--- src/rtl/f1_light_sequencer.sv ---
// Parametrised F1 start-light sequencer: lights fill one per tick, hold for a
// latched number of ticks, then go out together with a one-cycle done pulse.
module f1_light_sequencer #(
    parameter int NUM_LIGHTS    = 8,
    parameter int DELAY_W       = 7,
    parameter bit FILL_FROM_MSB = 1'b0
) (
    input  logic                  clk,
    input  logic                  rst,
    input  logic                  en,
    input  logic                  trigger,
    input  logic                  abort,
    input  logic [DELAY_W-1:0]    delay_val,
    output logic [NUM_LIGHTS-1:0] data_out,
    output logic                  busy,
    output logic                  done
);

    localparam int STEP_W = $clog2(NUM_LIGHTS) + 1;
    localparam logic [STEP_W-1:0] LAST_STEP = STEP_W'(NUM_LIGHTS - 1);
    localparam logic [STEP_W-1:0] FULL_STEP = STEP_W'(NUM_LIGHTS);

    typedef enum logic [1:0] {
        IDLE = 2'd0,
        FILL = 2'd1,
        HOLD = 2'd2,
        OUT  = 2'd3
    } state_t;

    state_t              state_q, state_d;
    logic [STEP_W-1:0]   step_q,  step_d;
    logic [DELAY_W-1:0]  hold_q,  hold_d;

    // NOTE: sequential state uses non-blocking assignments so every flop samples
    // the pre-edge value of every other flop, independent of statement order.
    always_ff @(posedge clk or posedge rst) begin
        if (rst) begin
            state_q <= IDLE;
            step_q  <= '0;
            hold_q  <= '0;
        end else begin
            state_q <= state_d;
            step_q  <= step_d;
            hold_q  <= hold_d;
        end
    end

    // NOTE: every variable gets a default before the case so no path leaves it
    // unassigned, which would otherwise infer a latch.
    always_comb begin
        state_d = state_q;
        step_d  = step_q;
        hold_d  = hold_q;
        unique case (state_q)
            IDLE: begin
                step_d = '0;
                hold_d = '0;
                if (trigger) state_d = FILL;
            end
            FILL: begin
                if (abort) begin
                    state_d = IDLE;
                    step_d  = '0;
                end else if (en) begin
                    if (step_q == LAST_STEP) begin
                        state_d = HOLD;
                        step_d  = FULL_STEP;
                        hold_d  = delay_val;
                    end else begin
                        step_d = step_q + 1'b1;
                    end
                end
            end
            HOLD: begin
                if (abort) begin
                    state_d = IDLE;
                    step_d  = '0;
                    hold_d  = '0;
                end else if (en) begin
                    if (hold_q == '0) state_d = OUT;
                    else              hold_d  = hold_q - 1'b1;
                end
            end
            OUT: begin
                state_d = IDLE;
                step_d  = '0;
                hold_d  = '0;
            end
            default: begin
                state_d = IDLE;
                step_d  = '0;
                hold_d  = '0;
            end
        endcase
    end

    // Outputs decode registered state only; no input reaches an output directly.
    always_comb begin
        data_out = '0;
        busy     = 1'b0;
        done     = 1'b0;
        unique case (state_q)
            IDLE: ;
            FILL: begin
                busy = 1'b1;
                for (int i = 0; i < NUM_LIGHTS; i++) begin
                    if (FILL_FROM_MSB) data_out[NUM_LIGHTS-1-i] = (i < int'(step_q));
                    else               data_out[i]              = (i < int'(step_q));
                end
            end
            HOLD: begin
                busy     = 1'b1;
                data_out = '1;
            end
            OUT: begin
                busy = 1'b1;
                done = 1'b1;
            end
            default: ;
        endcase
    end

endmodule
--- config.mk ---
export PLATFORM = sky130hd
export DESIGN_NAME = f1_light_sequencer
export DESIGN_NICKNAME = d
export VERILOG_FILES = /design/src/rtl/f1_light_sequencer.sv
export SDC_FILE = /design/constraint.sdc
export NUM_CORES = 1
export LEC_CHECK = 0
export BUFFER_PORTS_ARGS = -buffer_cell sky130_fd_sc_hd__clkbuf_2
export CAP_MARGIN = 5
export CORE_MARGIN = 2
export CORE_UTILIZATION = 59
export DETAILED_ROUTE_END_ITERATION = 7
export PLACE_DENSITY = 0.87
export SLEW_MARGIN = 30
export SYNTH_ARGS = -nofsm -noshare
export SYNTH_HDL_FRONTEND = slang
export SYNTH_SLANG_ARGS = --single-unit
--- constraint.sdc ---
create_clock -name clk -period 4.3 [get_ports clk]
set_input_delay 0.86 -clock clk [delete_from_list [all_inputs] [get_ports clk]]
set_output_delay 0.86 -clock clk [all_outputs]
set_load 0.05 [all_outputs]
==> results.sh, run 1 <==
export IMPL_post_route_min_period_ns=3.219
export IMPL_ys_ff_latch=13
export IMPL_routed_wl_met2_um=1297
export IMPL_finalHoldViolCount=0
export IMPL_wl_met3_um=114
export IMPL_combPwrFrac_pct=65.4
export IMPL_synth_distinct_cells=54
export IMPL_fp_dieH_um=48.22
export IMPL_grt_pass1_vias=829
export IMPL_rsz0062_at_grt="false"
export IMPL_p_clk_share_pct=9.7
export IMPL_gr_total_overflow=0
export IMPL_core_area_um2=1783
export IMPL_synthXorXnorAreaFrac_pct=0
export IMPL_final_cell_mix="21 x clkbuf_2, 14 x inv_1, 13 x dfrtp_1"
export IMPL_tightest_slew_ns=0.7354
export IMPL_dr_first_iter_drc_count=28
export IMPL_fin_crit_sh_pct=74.85
export IMPL_viasPerCell=6.156
export IMPL_antenna_found_initial=0
export IMPL_finClkSkew_ns=0.002809
export IMPL_ant_nets=0
export IMPL_final_max_slew_viol_count=0
export IMPL_synth_ff_type="dfrtp_1"
export IMPL_status="complete, no violations"
export IMPL_cts_made_buffers=3
export IMPL_synth_simple_area_share_pct=27.11
export IMPL_globalplace_congestion=0.9120
export IMPL_p_sw_w=0.0004033
export IMPL_nets=170
export IMPL_postSynth_asyncResetShare_pct=100.0
export IMPL_yosys_area_share_adder_pct=9.761
export IMPL_synthToLayoutAreaGrowth_pct=11.71
export IMPL_setup_viol=0
export IMPL_synth_warnings=0
export IMPL_synth_edf_count=0
export IMPL_hold_path_class="reg2reg"
export IMPL_clock_sinks=13
export IMPL_timing_fmax_mhz=310.7
export IMPL_final_layout_size_suffix_gt1_share_pct=25.00
export IMPL_path_class="reg2out"
export IMPL_power_leakage_nw=0.5957
export IMPL_track_usage_pct=21.57
export IMPL_grt_max_degree=23
export IMPL_layout_commonest_cell="clkbuf_2"
export IMPL_synth_mux_area_share_pct=4.555
export IMPL_core_rowCount=15
export IMPL_synth_top_family_by_area="simple AND/OR/NAND/NOR gates"
export IMPL_cts_buffer_depth=2
export IMPL_ff2ff_path_depth=6
export IMPL_maxSlewHeadroom_pct=50.98
export IMPL_path_clk_slew_ns=0.08
export IMPL_maxCapViolations=0
export IMPL_start_util_pct=64.70
export IMPL_die_w_um=48.22
export IMPL_cts_tree="yes"
export IMPL_holdPathStages=1
export IMPL_synth_compound_area_share_pct=23.43
export IMPL_p_int_w=0.0003616
export IMPL_layoutNonFillerInstCount=173
export IMPL_endpoint_kind="output port"
export IMPL_sw_frac_of_total_pct=52.73
export IMPL_wl_met1_um=1048
export IMPL_powerDensity_nw_per_um2=593.5
export IMPL_cp_start_kind="flip-flop"
export IMPL_routedWlPerCell_um=14.31
export IMPL_io_pins=22
export IMPL_cts_root_buf="clkbuf_4"
export IMPL_clk_latency_ns=0.27
export IMPL_die_area_um2=2325
export IMPL_tns_ns=0
export IMPL_synth_seq_area_share_pct=28.20
export IMPL_ctsResizeCount=0
export IMPL_port_buffers=21
export IMPL_holdBufCountCts=0
export IMPL_required_ns=3.44
export IMPL_top_layer_used="met4"
export IMPL_vias=1065
export IMPL_dp_cells=169
export IMPL_netlist_instances=127
export IMPL_cp_arrival_ns=2.36
export IMPL_ir_worst_vdd_mv=0.4702
export IMPL_first_pass_iters=4
export IMPL_p_total_w=0.0007649
export IMPL_dp_hpwl_um=1916
export IMPL_postCtsSetupBuffers=0
export IMPL_syn_area_per_cell_um2=9.084
export IMPL_netlist_area_um2=1154
export IMPL_wirelength_um=2475
export IMPL_antenna_cells=0
export IMPL_critPathMaxFanout=22
export IMPL_h_tree_depth=1
export IMPL_grt_pass1_wl_um=3512
export IMPL_pwr_share_seq_pct=24.9
export IMPL_syn_nets=148
export IMPL_drc=0
## critical path: stages (launching register included)
cell	delay, ns
dfrtp_1	0.41
inv_1	0.08
ha_1	0.63
a21oi_1	0.15
nor2b_1	0.25
nor2b_1	0.13
nor2_1	0.14
clkbuf_2	0.29
## through the flow
stage / util [%] / setup slack, ns / instance area [um^2] / hold WS, ns
final: 72.28 / 1.081 / 1289 / 0.5647
after global routing: 72.28 / 0.9069 / 1289 / 0.5985
after CTS: 72.28 / 1.114 / 1289 / 0.5712
after detailed placement: 70.81 / 1.394 / 1262 / 0.5515
after global placement: 70.81 / 1.544 / 1262 / 0.5250
after floorplan: - / 0.8373 / 1154 / 0.5116
## power groups by stage
stage	clock network, W	registers [W]	logic (W)
final	0.0000741	0.000191	0.000500
after global routing	0.0000837	0.000196	0.000541
after CTS	0.0000778	0.000190	0.000498
after detailed placement	0	0.000193	0.000498
after global placement	0	0.000190	0.000487
after floorplan	0	0.000184	0.000414
## metal layers
layer  GRT usage (%)  vias to the layer above
li1                -                      520
met1           26.54                      509
met2           39.21                       34
met3           3.333                        2
met4           4.865                        0
met5               0                        -
## cell type report
| class | count | area (um^2) |
|---|---|---|
| clock buffers | 4 | 26.28 |
| fillers | 140 | 494.2 |
| inverters | 14 | 52.55 |
| multi-input cells | 96 | 748.2 |
| flip-flops and latches | 13 | 325.3 |
| well taps | 25 | 31.28 |
| repair buffers | 21 | 105.1 |
## final timing paths
kind                                     endpoint                   start  slack, ns
setup / recovery                      data_out[6]  state_q[1]$_DFFE_PP0P_       1.08
hold / removal             state_q[1]$_DFFE_PP0P_  state_q[1]$_DFFE_PP0P_       0.56
setup reg to reg           state_q[1]$_DFFE_PP0P_  state_q[1]$_DFFE_PP0P_       2.24
hold reg to reg            state_q[1]$_DFFE_PP0P_  state_q[1]$_DFFE_PP0P_       0.56
max in group asynchronous   step_q[1]$_DFFE_PP0P_                     rst       3.34
min in group asynchronous   hold_q[5]$_DFFE_PP0P_                     rst       0.60
## cells in the mapped netlist, types with 2 or more instances
cell / count / area, um^2
nor3_1: 2 / 10.01
a211oi_1: 2 / 15.01
nor3b_2: 3 / 37.54
nor2b_1: 3 / 18.77
or3_1: 2 / 12.51
ha_1: 9 / 112.6
nand2_1: 8 / 30.03
nand2b_1: 3 / 18.77
mux2i_1: 3 / 30.03
nor4_1: 2 / 12.51
o21ai_0: 4 / 20.02
o22a_1: 2 / 17.52
a21oi_1: 7 / 35.03
nor2_1: 4 / 15.01
dfrtp_1: 13 / 325.3
o21bai_1: 2 / 15.01
nand4_1: 2 / 12.51
a32oi_1: 3 / 26.28
inv_1: 14 / 52.55
nand3_1: 5 / 25.02
## sequential cells by signal (all words and copies together), names as in the netlist
| signal | flops |
|---|---|
| step_q | 4 |
| state_q | 2 |
| hold_q | 7 |
## cells by family after synthesis
group,count (synthesis)
AND/OR/NAND/NOR,46
AO/OA/AOI/OAI,36
buffers and inverters,18
flip-flops,13
adder cells (fa/ha/maj),9
multiplexers,5
No activity file was read; power rests on OpenSTA's default activity.
==> run 2, diff against run 1 <==
--- a/config.mk
+++ b/config.mk
@@ -8,9 +8,9 @@
 export BUFFER_PORTS_ARGS = -buffer_cell sky130_fd_sc_hd__clkbuf_2
 export CAP_MARGIN = 5
 export CORE_MARGIN = 2
-export CORE_UTILIZATION = 59
+export CORE_UTILIZATION = 49
 export DETAILED_ROUTE_END_ITERATION = 7
-export PLACE_DENSITY = 0.87
+export PLACE_DENSITY = 0.78
 export SLEW_MARGIN = 30
 export SYNTH_ARGS = -nofsm -noshare
 export SYNTH_HDL_FRONTEND = slang
==> constraint.sdc (replaced) <==
create_clock -name clk -period 2.8 [get_ports clk]
set_input_delay 0.56 -clock clk [delete_from_list [all_inputs] [get_ports clk]]
set_output_delay 0.56 -clock clk [all_outputs]
set_load 0.05 [all_outputs]
==> results.sh, run 2 (synthesis gave the netlist of run 1 again) <==
export IMPL_cp_num_buf_inv=2
export IMPL_cts_buffer_depth=2
export IMPL_fin_crit_sh_pct=91.35
export IMPL_rsz0062_at_grt="false"
export IMPL_postCtsSetupBuffers=0
export IMPL_vias=1072
export IMPL_die_w_um=52.52
export IMPL_synthToLayoutAreaGrowth_pct=12.91
export IMPL_setup_viol=0
export IMPL_combPwrFrac_pct=66.0
export IMPL_pwr_share_seq_pct=23.9
export IMPL_largestRegisters="hold_q: 7 flops, step_q: 4 flops, state_q: 2 flops"
export IMPL_ctsResizeCount=0
export IMPL_cts_root_buf="clkbuf_4"
export IMPL_largest_reg_flops=7
export IMPL_p_total_w=0.001225
export IMPL_max_stage_delay_ns=0.41
export IMPL_gr_total_overflow=0
export IMPL_core_area_um2=2212
export IMPL_regMostFlops="hold_q"
export IMPL_dp_hpwl_um=2118
export IMPL_endpoint_kind="output port"
export IMPL_viasPerCell=6.056
export IMPL_final_layout_size_suffix_gt1_share_pct=26.17
export IMPL_powerDensity_nw_per_um2=940.6
export IMPL_start_util_pct=52.15
export IMPL_critPathSlowestCell="dfrtp_1"
export IMPL_maxCapViolations=0
export IMPL_status="complete, no violations"
export IMPL_fp_dieH_um=52.52
export IMPL_timing_fmax_mhz=391.0
export IMPL_ir_worst_vdd_mv=0.6299
export IMPL_core_rowCount=17
export IMPL_post_route_min_period_ns=2.558
export IMPL_required_ns=2.24
export IMPL_finalHoldViolCount=0
export IMPL_p_sw_w=0.0006572
export IMPL_antenna_cells=0
export IMPL_finClkSkew_ns=0.009396
export IMPL_final_cell_mix="21 x clkbuf_2, 14 x inv_1, 13 x dfrtp_1"
export IMPL_sw_frac_of_total_pct=53.64
export IMPL_maxSlewHeadroom_pct=63.25
export IMPL_cts_made_buffers=3
export IMPL_h_tree_depth=1
export IMPL_p_clk_share_pct=10.1
export IMPL_cts_tree="yes"
export IMPL_grt_pass1_vias=1076
export IMPL_path_clk_slew_ns=0.09
export IMPL_die_area_um2=2758
export IMPL_grt_max_degree=19
export IMPL_clock_sinks=13
export IMPL_cp_start_kind="flip-flop"
export IMPL_dr_first_iter_drc_count=31
export IMPL_antenna_found_initial=0
export IMPL_holdBufCountCts=0
export IMPL_routedWlPerCell_um=15.88
export IMPL_drc=0
export IMPL_grt_pass1_wl_um=4899
export IMPL_critPathMaxFanout=8
export IMPL_wirelength_um=2811
export IMPL_track_usage_pct=23.64
export IMPL_crit_chain="inv_1, ha_1, a21oi_1, nor2b_2, nor2b_1, o21ai_0, clkbuf_2"
export IMPL_nets=171
export IMPL_path_class="reg2out"
export IMPL_tns_ns=0
export IMPL_ant_nets=0
export IMPL_hold_path_class="in2async"
export IMPL_first_pass_iters=4
export IMPL_clk_latency_ns=0.28
export IMPL_port_buffers=21
export IMPL_p_int_w=0.0005680
export IMPL_final_max_slew_viol_count=0
export IMPL_cp_arrival_ns=2.00
export IMPL_io_pins=22
export IMPL_power_leakage_nw=0.6015
export IMPL_tightest_slew_ns=0.5506
export IMPL_critPathTopFamily="flip-flops"
export IMPL_globalplace_congestion=0.8888
export IMPL_layout_commonest_cell="clkbuf_2"
[run 2: power groups by stage]
stage / Combinational, W / Sequential, W / Clock (W)
6_report: 0.000808 / 0.000293 / 0.000124
5_1_grt: 0.000875 / 0.000299 / 0.000131
4_1_cts: 0.000798 / 0.000292 / 0.000124
3_5_place_dp: 0.000792 / 0.000296 / 0
3_3_place_gp: 0.000771 / 0.000291 / 0
2_1_floorplan: 0.000639 / 0.000283 / 0
[run 2: path summary, 6_finish.rpt]
kind / from / end / slack, ns / cells past startpoint
worst min register to register: state_q[1]$_DFFE_PP0P_ / state_q[1]$_DFFE_PP0P_ / 0.56 / 1
worst min-delay path: rst / step_q[3]$_DFFE_PP0P_ / 0.28 / 2
worst max register to register: state_q[1]$_DFFE_PP0P_ / state_q[1]$_DFFE_PP0P_ / 0.85 / 6
max in group asynchronous: rst / hold_q[0]$_DFFE_PP0P_ / 2.14 / 2
min in group clk: delay_val[3] / hold_q[3]$_DFFE_PP0P_ / 0.54 / 3
worst max-delay path: state_q[0]$_DFFE_PP0P_ / data_out[1] / 0.24 / 7
[run 2: worst reg2reg max path, delay by kind of cell, from the launching register on]
family / cells / cell delay, ns
simple gates: 1 / 0.36
mux: 1 / 0.32
flops: 1 / 0.42
compound gates: 1 / 0.13
fa+ha+maj: 1 / 0.25
buf+inv: 2 / 0.37
[run 2: metrics by stage]
stage,setup slack [ns],cell area [um^2],std cells,hold slack (ns),utilization (%)
global placement,0.7024,1276,173,0.5319,57.69
detailed placement,0.5845,1276,173,0.5431,57.69
CTS,0.2631,1303,177,0.3057,58.88
finish,0.2423,1303,177,0.2840,58.88
global route,0.1622,1303,177,0.3484,58.88
floorplan,-0.05701,1156,127,0.4370,-
[run 2: cell type report]
| class | instances | area, um^2 |
|---|---|---|
| Tap cell | 28 | 35.03 |
| Multi-Input combinational cell | 96 | 750.7 |
| Sequential cell | 13 | 325.3 |
| Timing Repair Buffer | 22 | 112.6 |
| Inverter | 14 | 52.55 |
| Clock buffer | 4 | 26.28 |
| Fill cell | 204 | 909.6 |
[run 2: metal layers]
| metal | vias up | share of wire, % | GRT usage [%] |
|---|---|---|---|
| li1 | 523 | - | - |
| met1 | 506 | 44 | 29.56 |
| met2 | 32 | 50 | 40.00 |
| met3 | 11 | 3.5 | 2.857 |
| met4 | 0 | 2.6 | 11.11 |
| met5 | - | 0 | 0 |
==> run 3, diff against run 2 <==
--- a/config.mk
+++ b/config.mk
@@ -9,7 +9,9 @@
 export CAP_MARGIN = 5
 export CORE_MARGIN = 2
 export CORE_UTILIZATION = 49
+export CTS_CLUSTER_SIZE = 40
 export DETAILED_ROUTE_END_ITERATION = 7
+export MAX_ROUTING_LAYER = met4
 export PLACE_DENSITY = 0.78
 export SLEW_MARGIN = 30
 export SYNTH_ARGS = -nofsm -noshare
==> results.sh, run 3 (synthesis gave the netlist of run 1 again) <==
export IMPL_layout_commonest_cell="clkbuf_2"
export IMPL_largest_reg_flops=7
export IMPL_largestRegisters="hold_q: 7 flops, step_q: 4 flops, state_q: 2 flops"
export IMPL_start_util_pct=52.15
export IMPL_dr_first_iter_drc_count=48
export IMPL_maxCapViolations=0
export IMPL_grt_pass1_vias=1047
export IMPL_port_buffers=21
export IMPL_finalHoldViolCount=0
export IMPL_status="complete, no violations"
export IMPL_dp_hpwl_um=2083
export IMPL_grt_pass1_wl_um=4574
export IMPL_grt_max_degree=19
export IMPL_wirelength_um=2671
export IMPL_maxSlewHeadroom_pct=65.31
export IMPL_final_cell_mix="21 x clkbuf_2, 14 x inv_1, 13 x dfrtp_1"
export IMPL_ir_worst_vdd_mv=0.6813
export IMPL_tightest_slew_ns=0.5197
export IMPL_power_leakage_nw=0.6015
export IMPL_setup_viol=0
export IMPL_cts_root_buf="clkbuf_4"
export IMPL_final_layout_size_suffix_gt1_share_pct=26.17
export IMPL_critPathMaxFanout=8
export IMPL_core_area_um2=2212
export IMPL_hold_path_class="in2async"
export IMPL_ant_nets=0
export IMPL_postCtsSetupBuffers=0
export IMPL_required_ns=2.24
export IMPL_critPathTopFamily="flip-flops"
export IMPL_post_route_min_period_ns=2.512
export IMPL_p_total_w=0.001203
export IMPL_cts_made_buffers=3
export IMPL_nets=171
export IMPL_timing_fmax_mhz=398.0
export IMPL_powerDensity_nw_per_um2=923.4
export IMPL_viasPerCell=6.102
export IMPL_ctsResizeCount=0
export IMPL_fp_dieH_um=52.52
export IMPL_final_max_slew_viol_count=0
export IMPL_finClkSkew_ns=0.0005457
export IMPL_h_tree_depth=1
export IMPL_cp_num_buf_inv=2
export IMPL_die_area_um2=2758
export IMPL_track_usage_pct=23.03
export IMPL_path_class="reg2out"
export IMPL_rsz0062_at_grt="false"
export IMPL_die_w_um=52.52
export IMPL_regMostFlops="hold_q"
export IMPL_vias=1080
export IMPL_antenna_cells=0
export IMPL_clk_latency_ns=0.27
export IMPL_max_stage_delay_ns=0.41
export IMPL_cts_buffer_depth=2
export IMPL_post_route_util_pct=58.88
export IMPL_synthToLayoutAreaGrowth_pct=12.91
export IMPL_crit_chain="inv_1, ha_1, a21oi_1, nor2b_2, nor2b_1, o21ai_0, clkbuf_2"
export IMPL_io_pins=22
export IMPL_cts_tree="yes"
export IMPL_holdBufCountCts=0
export IMPL_antenna_found_initial=0
export IMPL_endpoint_kind="output port"
export IMPL_drc=0
export IMPL_clock_sinks=13
export IMPL_routedWlPerCell_um=15.09
export IMPL_cp_start_kind="flip-flop"
export IMPL_gr_total_overflow=0
export IMPL_globalplace_congestion=0.9208
export IMPL_path_clk_slew_ns=0.08
export IMPL_core_rowCount=17
export IMPL_first_pass_iters=4
export IMPL_cp_arrival_ns=1.95
export IMPL_critPathSlowestCell="dfrtp_1"
export IMPL_fin_crit_sh_pct=89.73
[run 3: per-layer routing]
metal	routed length, um	global-route usage [%]	vias up
li1	-	-	523
met1	1160	27.84	517
met2	1336	37.08	32
met3	110	2.571	8
met4	63	13.25	0
met5	0	-	-
[run 3: worst paths after layout]
path	startpoint	endpoint	slack, ns	depth (start not counted)
hold / removal	rst	state_q[1]$_DFFE_PP0P_	0.29	2
setup / recovery	state_q[0]$_DFFE_PP0P_	data_out[1]	0.29	7
min in group clk	delay_val[3]	hold_q[3]$_DFFE_PP0P_	0.55	3
setup reg to reg	state_q[1]$_DFFE_PP0P_	state_q[1]$_DFFE_PP0P_	0.90	6
hold reg to reg	state_q[1]$_DFFE_PP0P_	state_q[1]$_DFFE_PP0P_	0.59	1
max in group asynchronous	rst	step_q[2]$_DFFE_PP0P_	2.17	2
[run 3: area by class of cell]
type / instances / area (um^2)
Tap cell: 28 / 35.03
Timing Repair Buffer: 22 / 112.6
Clock buffer: 4 / 26.28
Multi-Input combinational cell: 96 / 750.7
Sequential cell: 13 / 325.3
Inverter: 14 / 52.55
Fill cell: 201 / 909.6
[run 3: power breakdown]
part | total, W | internal (W) | leakage (nW) | switching [W]
Combinational | 0.000791 | 0.000277 | 0.412 | 0.000513
Clock | 0.000118 | 0.0000551 | 0.0150 | 0.0000628
Sequential | 0.000294 | 0.000235 | 0.174 | 0.0000590
[run 3: through the flow]
stage                     instances  setup TNS [ns]  hold WS (ns)  worst slack, ns  cell area (um^2)
after floorplan                 127         -0.1582        0.4370         -0.05701              1156
after global placement          173               0        0.5350           0.7041              1276
after detailed placement        173               0        0.5652           0.6270              1276
after CTS                       177               0        0.3054           0.2961              1303
after global routing            177               0        0.3536          0.09027              1303
final                           177               0        0.2864           0.2876              1303
[run 3: worst reg2reg max path, delay by kind of cell (launching register included)]
family | cells | cell delay (ns)
compound gates | 1 | 0.30
fa+ha+maj | 1 | 0.24
buf+inv | 2 | 0.29
flops | 1 | 0.41
mux | 1 | 0.35
simple gates | 1 | 0.20
